==> src/rtl/reaction_pkg.sv <==
// Shared types and constants for the reaction-time sequencer.
package reaction_pkg;

  localparam int unsigned COUNT_W   = 14;
  localparam logic [15:0] LFSR_SEED = 16'hACE1;

  typedef enum logic [2:0] {
    IDLE,
    WAIT,
    TEST,
    DONE,
    EARLY,
    TIMEOUT
  } state_e;

  // Fibonacci step, taps 16,14,13,11.
  function automatic logic [15:0] lfsr_next(input logic [15:0] q);
    return {q[14:0], q[15] ^ q[13] ^ q[12] ^ q[10]};
  endfunction

endpackage

==> src/rtl/lfsr16.sv <==
// Free-running 16-bit Fibonacci LFSR used to randomise the pre-stimulus wait.
module lfsr16
  import reaction_pkg::*;
(
  input  logic        clk,
  input  logic        reset,
  output logic [15:0] q
);

  logic [15:0] lfsr_q, lfsr_d;

  always_comb begin
    lfsr_d = lfsr_next(lfsr_q);
    // Recover from an illegal all-zero state rather than locking up.
    if (lfsr_q == 16'h0000) begin
      lfsr_d = LFSR_SEED;
    end
  end

  always_ff @(posedge clk) begin
    if (reset) begin
      lfsr_q <= LFSR_SEED;
    end else begin
      lfsr_q <= lfsr_d;
    end
  end

  assign q = lfsr_q;

endmodule

==> src/rtl/reaction_ctrl.sv <==
// Reaction-test sequencer: random wait, stimulus, capture of the user's reaction time.
// Optional macro BEST_TIME_EN adds a best-result register on best_time.
module reaction_ctrl
  import reaction_pkg::*;
#(
  parameter int unsigned TICK_DVSR   = 100000,
  parameter int unsigned MIN_WAIT_MS = 2000,
  parameter int unsigned RAND_BITS   = 12,
  parameter int unsigned TIMEOUT_MS  = 1000
) (
  input  logic               clk,
  input  logic               reset,
  input  logic               start,
  input  logic               stop,
  input  logic               clear,
  input  logic [COUNT_W-1:0] count_i,
  output logic               timer_go,
  output logic               timer_clr,
  output logic               stim_led,
  output logic               busy,
  output logic [COUNT_W-1:0] result,
  output logic               result_valid,
  output logic               early,
  output logic               timeout,
  output logic [COUNT_W-1:0] best_time
);

  localparam int unsigned WAIT_W = $clog2(MIN_WAIT_MS + (2 ** RAND_BITS));
  localparam int unsigned TICK_W = (TICK_DVSR > 1) ? $clog2(TICK_DVSR) : 1;

  localparam logic [TICK_W-1:0]  TICK_LAST   = TICK_W'(TICK_DVSR - 1);
  localparam logic [WAIT_W-1:0]  WAIT_MIN    = WAIT_W'(MIN_WAIT_MS);
  localparam logic [COUNT_W-1:0] TIMEOUT_VAL = COUNT_W'(TIMEOUT_MS);

  state_e              state_q, state_d;
  logic [WAIT_W-1:0]   wait_q, wait_d;
  logic [TICK_W-1:0]   tick_q, tick_d;
  logic [COUNT_W-1:0]  result_q, result_d;
  logic [15:0]         lfsr;
  logic                load_wait;
  logic                tick_wrap;
  logic                enter_done;
  logic                unused_lfsr;

  lfsr16 u_lfsr (
    .clk   (clk),
    .reset (reset),
    .q     (lfsr)
  );

  // Only the low RAND_BITS feed the delay; fold the rest so nothing dangles.
  assign unused_lfsr = ^lfsr;
  assign tick_wrap   = (tick_q == TICK_LAST);

  always_comb begin
    state_d    = state_q;
    wait_d     = wait_q;
    tick_d     = tick_q;
    result_d   = result_q;
    load_wait  = 1'b0;
    enter_done = 1'b0;

    if (clear) begin
      state_d  = IDLE;
      result_d = '0;
    end else begin
      case (state_q)
        IDLE: begin
          if (start) begin
            load_wait = 1'b1;
          end
        end
        WAIT: begin
          if (stop) begin
            state_d = EARLY;
          end else if (tick_wrap) begin
            tick_d = '0;
            wait_d = wait_q - WAIT_W'(1);
            if (wait_q == WAIT_W'(1)) begin
              state_d = TEST;
            end
          end else begin
            tick_d = tick_q + TICK_W'(1);
          end
        end
        TEST: begin
          if (stop) begin
            state_d    = DONE;
            result_d   = count_i;
            enter_done = 1'b1;
          end else if (count_i >= TIMEOUT_VAL) begin
            state_d  = TIMEOUT;
            result_d = TIMEOUT_VAL;
          end
        end
        DONE, EARLY, TIMEOUT: begin
          if (start) begin
            load_wait = 1'b1;
          end
        end
        default: begin
          state_d = IDLE;
        end
      endcase
    end

    if (load_wait) begin
      state_d = WAIT;
      wait_d  = WAIT_MIN + WAIT_W'(lfsr[RAND_BITS-1:0]);
      tick_d  = '0;
    end
  end

  always_ff @(posedge clk) begin
    if (reset) begin
      state_q  <= IDLE;
      wait_q   <= '0;
      tick_q   <= '0;
      result_q <= '0;
    end else begin
      state_q  <= state_d;
      wait_q   <= wait_d;
      tick_q   <= tick_d;
      result_q <= result_d;
    end
  end

`ifdef BEST_TIME_EN
  logic [COUNT_W-1:0] best_q, best_d;

  always_comb begin
    best_d = best_q;
    if (enter_done && (count_i < best_q)) begin
      best_d = count_i;
    end
  end

  always_ff @(posedge clk) begin
    if (reset) begin
      best_q <= '1;
    end else begin
      best_q <= best_d;
    end
  end

  assign best_time = best_q;
`else
  logic unused_enter_done;
  assign unused_enter_done = enter_done;
  assign best_time         = '1;
`endif

  // Counter is held clear everywhere but TEST so it starts from 0 at stimulus.
  assign timer_go     = (state_q == TEST);
  assign timer_clr    = (state_q != TEST);
  assign stim_led     = (state_q == TEST);
  assign busy         = (state_q == WAIT) || (state_q == TEST);
  assign result_valid = (state_q == DONE);
  assign early        = (state_q == EARLY);
  assign timeout      = (state_q == TIMEOUT);
  assign result       = result_q;

endmodule
==> config.mk <==
export PLATFORM = sky130hd
export DESIGN_NAME = reaction_ctrl
export DESIGN_NICKNAME = d
export VERILOG_FILES = /design/src/rtl/reaction_pkg.sv /design/src/rtl/lfsr16.sv /design/src/rtl/reaction_ctrl.sv
export SDC_FILE = /design/constraint.sdc
export NUM_CORES = 1
export LEC_CHECK = 0
export CELL_PAD_IN_SITES_DETAIL_PLACEMENT = 1
export CELL_PAD_IN_SITES_GLOBAL_PLACEMENT = 2
export CORE_MARGIN = 2
export CORE_UTILIZATION = 35
export CTS_CLUSTER_SIZE = 8
export DETAILED_ROUTE_END_ITERATION = 12
export DONT_BUFFER_PORTS = 1
export PLACE_DENSITY_LB_ADDON = 0.1
export SLEW_MARGIN = 40
export SYNTH_ARGS = -nofsm -noshare
export SYNTH_HDL_FRONTEND = slang
export SYNTH_SLANG_ARGS = --single-unit
==> constraint.sdc <==
create_clock -name clk -period 2.8 [get_ports clk]
set_input_delay 0.14 -clock clk [delete_from_list [all_inputs] [get_ports clk]]
set_output_delay 0.14 -clock clk [all_outputs]
set_load 0.02 [all_outputs]
==> qor.yml <==
status:
  status: "complete, no violations"
worst_setup_path:
  cp_cell_sequence: "or4_1, or3_4, nor2_2, or3_1, buf_4, nor2_1"
  path_class: "reg2reg"
  cpLargestDelayFamily: "simple AND/OR/NAND/NOR gates"
  regToRegStartpoint: "tick_q[5]"
  endpoint_kind: "flip-flop"
  startpoint: "tick_q[5]"
  crit_path_end: "tick_q[5]"
  max_stage_delay_ns: 0.52
  critPathBufInv: 1
  critPathMaxFanout: 16
  r2r_end: "tick_q[5]"
  cp.arrival_ns: 2.47
  reg2reg_depth: 6
  crit_slowest_cell: "or4_1"
  cp-start-kind: "flip-flop"
  crit_required_ns: 3.04
  path_depth: 6
  regToRegSetupSlack_ns: 0.57
clock_network:
  cts_resized: 0
  clock-sinks: 63
  clock_latency_ns: 0.35
  tritoncts: "done"
  cts-htree-levels: 3
  root_buffer: "clkbuf_8"
  clk_path_buf_depth: 2
  cts_inserted_buffers: 9
  clkTransAtPathRegs_ns: 0.08
die:
  io_pins: 54
  rows: 34
  dieHeight_um: 98.1
  die_area_um2: 9630
  die_w_um: 98.1
  core_um2: 8640
  start_util_pct: 35.9
placed_design:
  place_congestion: 0.736
  dp_hpwl_um: 5230
  port_buffers: 0
power_and_ir_drop:
  p_leak_nw: 1.24
  p_sw_share_pct: 25.7
  power.density_nw_per_um2: 574
  comb_power_share_pct: 8.8
  pwr-share-seq_pct: 47.3
  internal_power_w: 0.00150
  vdd_drop_max_mv: 0.264
  p_sw_w: 0.000519
  power_w: 0.00202
  clkPwrFrac_pct: 44.0
worst_hold_path:
  min-delay-start: "reset"
  hp-class: "in2reg"
sta:
  hold_violations: 0
  setup-tns-final_ns: 0
  clock_skew_ns: 0.00694
  finalCritPeriodShare_pct: 79.7
  max_freq_mhz: 448
  slew_viol_final: 0
  rsz0062_at_grt: "false"
  relSlewSlack_pct: 48.5
  setup_viol: 0
  worst_pin_slew_ns: 0.769
  period_minus_slack_ns: 2.23
grt:
  grt_max_degree: 18
  antenna_found_initial: 0
  grt_pass1_vias: 2488
  overflow: 0
  grt_pass1_wl_um: 12500
  grt_usage_pct: 16.2
logic_synthesis:
  ys_async_sr_fraction_pct: 0
  yosys.area_share.simple_pct: 28.1
  yosys-top-cells-count: "dfxtp_1 (63), nor2_1 (44), xnor2_1 (23)"
  yosys_most_used_dff: "dfxtp_1"
  synth_area_leaders: "dfxtp_1 (41%), xnor2_1 (6.5%), nor2_1 (5.3%)"
  yosysMostFrequentCell: "dfxtp_1"
  netlist_area_um2: 3100
  synthXorXnorAreaFrac_pct: 9.89
  synth_compound_area_share_pct: 12.0
  synth-seq-area-share_pct: 40.7
  yosysTopAreaCell: "dfxtp_1"
  synth_fa_ha_area_share_pct: 2.02
  ys_ff_latch: 63
  synth_edf_count: 0
  synth_mux_area_share_pct: 0
  synthDistinctLibCells: 53
  synth_area_per_cell_um2: 9.12
  syn_inst: 340
  synth_top_family_by_area: "simple AND/OR/NAND/NOR gates"
  yosysWarnings: 0
  netlist.area_leader.share_pct: 40.7
routing:
  drt_first_pass_iters: 4
  route.vias.total: 2413
  drc_errors: 0
  drtAntennaViolNets: 0
  routed_wl_um: 7530
  vias_per_cell: 5.13
  drtIter0Drc: 58
  wire_per_inst_um: 16.0
finish:
  antenna-diode-count: 0
  drive_gt1_share_pct: 12.4
  area.growth.synth_to_final_pct: 13.6
  fin_nets: 381
flow_run:
  cap_violations: 0
## worst min-delay path by stage
stage / end / slack [ns] / cells after the start
after global placement: wait_q[5] / 0.21 / 1
final: u_lfsr.q[0] / 0.03 / 2
after floorplan: result[0] / 0.29 / 2
after CTS: state_q[2] / 0.03 / 2
after global routing: state_q[2] / 0.03 / 2
after detailed placement: wait_q[5] / 0.21 / 1
## cell type report
cell class | count | area (µm²)
fill | 1024 | 5110
inverter | 9 | 33.8
tap | 108 | 135
multi-input combinational | 252 | 1660
clock buffer | 9 | 124
sequential | 63 | 1260
clock inverter | 7 | 96.3
timing repair buffer | 22 | 208
## cell usage in the layout (no fill, tap or decap), types with 10 or more instances in the layout
cell           instances
a21oi_1               10
conb_1                14
dfxtp_1               63
dlygate4sd3_1         17
nand2_1               13
nand4_1               10
nor2_1                44
nor4_1                10
xnor2_1               23
xor2_1                12
## registers in the layout (all words and copies together), names as in the netlist
signal    count
u_lfsr.q     16
tick_q       17
state_q       3
wait_q       13
result       14
## power by group through the flow
stage	Combinational, W	Clock, W	Sequential (W)
2_1_floorplan	0.000151	0	0.000966
3_3_place_gp	0.000153	0	0.000977
3_5_place_dp	0.000155	0	0.000977
4_1_cts	0.000181	0.000918	0.000957
5_1_grt	0.000198	0.000950	0.000961
6_report	0.000178	0.000889	0.000956
## logic make-up (layout without fill, tap and decap cells)
kind of cell,count (synthesis),after routing
buffers and inverters,38,47
AND/OR/NAND/NOR,151,151
XOR/XNOR,35,35
adder cells (fa/ha/maj),5,5
other,1,14
AO/OA/AOI/OAI,47,47
flip-flops,63,63
## layer usage
metal / share of wire [%] / up-vias / track usage [%]
met4: 1.1 / 0 / 5.56
met5: 0 / - / 0
met2: 50 / 31 / 26.9
met1: 46 / 1158 / 20.2
met3: 3.4 / 7 / 4.37
li1: - / 1217 / -
## what timing repair did
action,4_1_cts,5_1_grt
hold endpoints to repair,32,0
hold buffers,17,0
buffers inserted,0,0
## stage by stage
stage	setup slack, ns	hold slack [ns]	instance area (µm²)	cells	util (%)
floorplan	0.701	0.288	3150	353	-
detailed placement	0.558	0.210	3130	437	36.3
finish	0.568	0.0328	3520	470	40.8
global placement	0.578	0.211	3130	437	36.3
global route	0.423	0.0319	3520	470	40.8
CTS	0.546	0.0322	3520	470	40.8
Note: power is estimated with default switching activity, not from simulation.
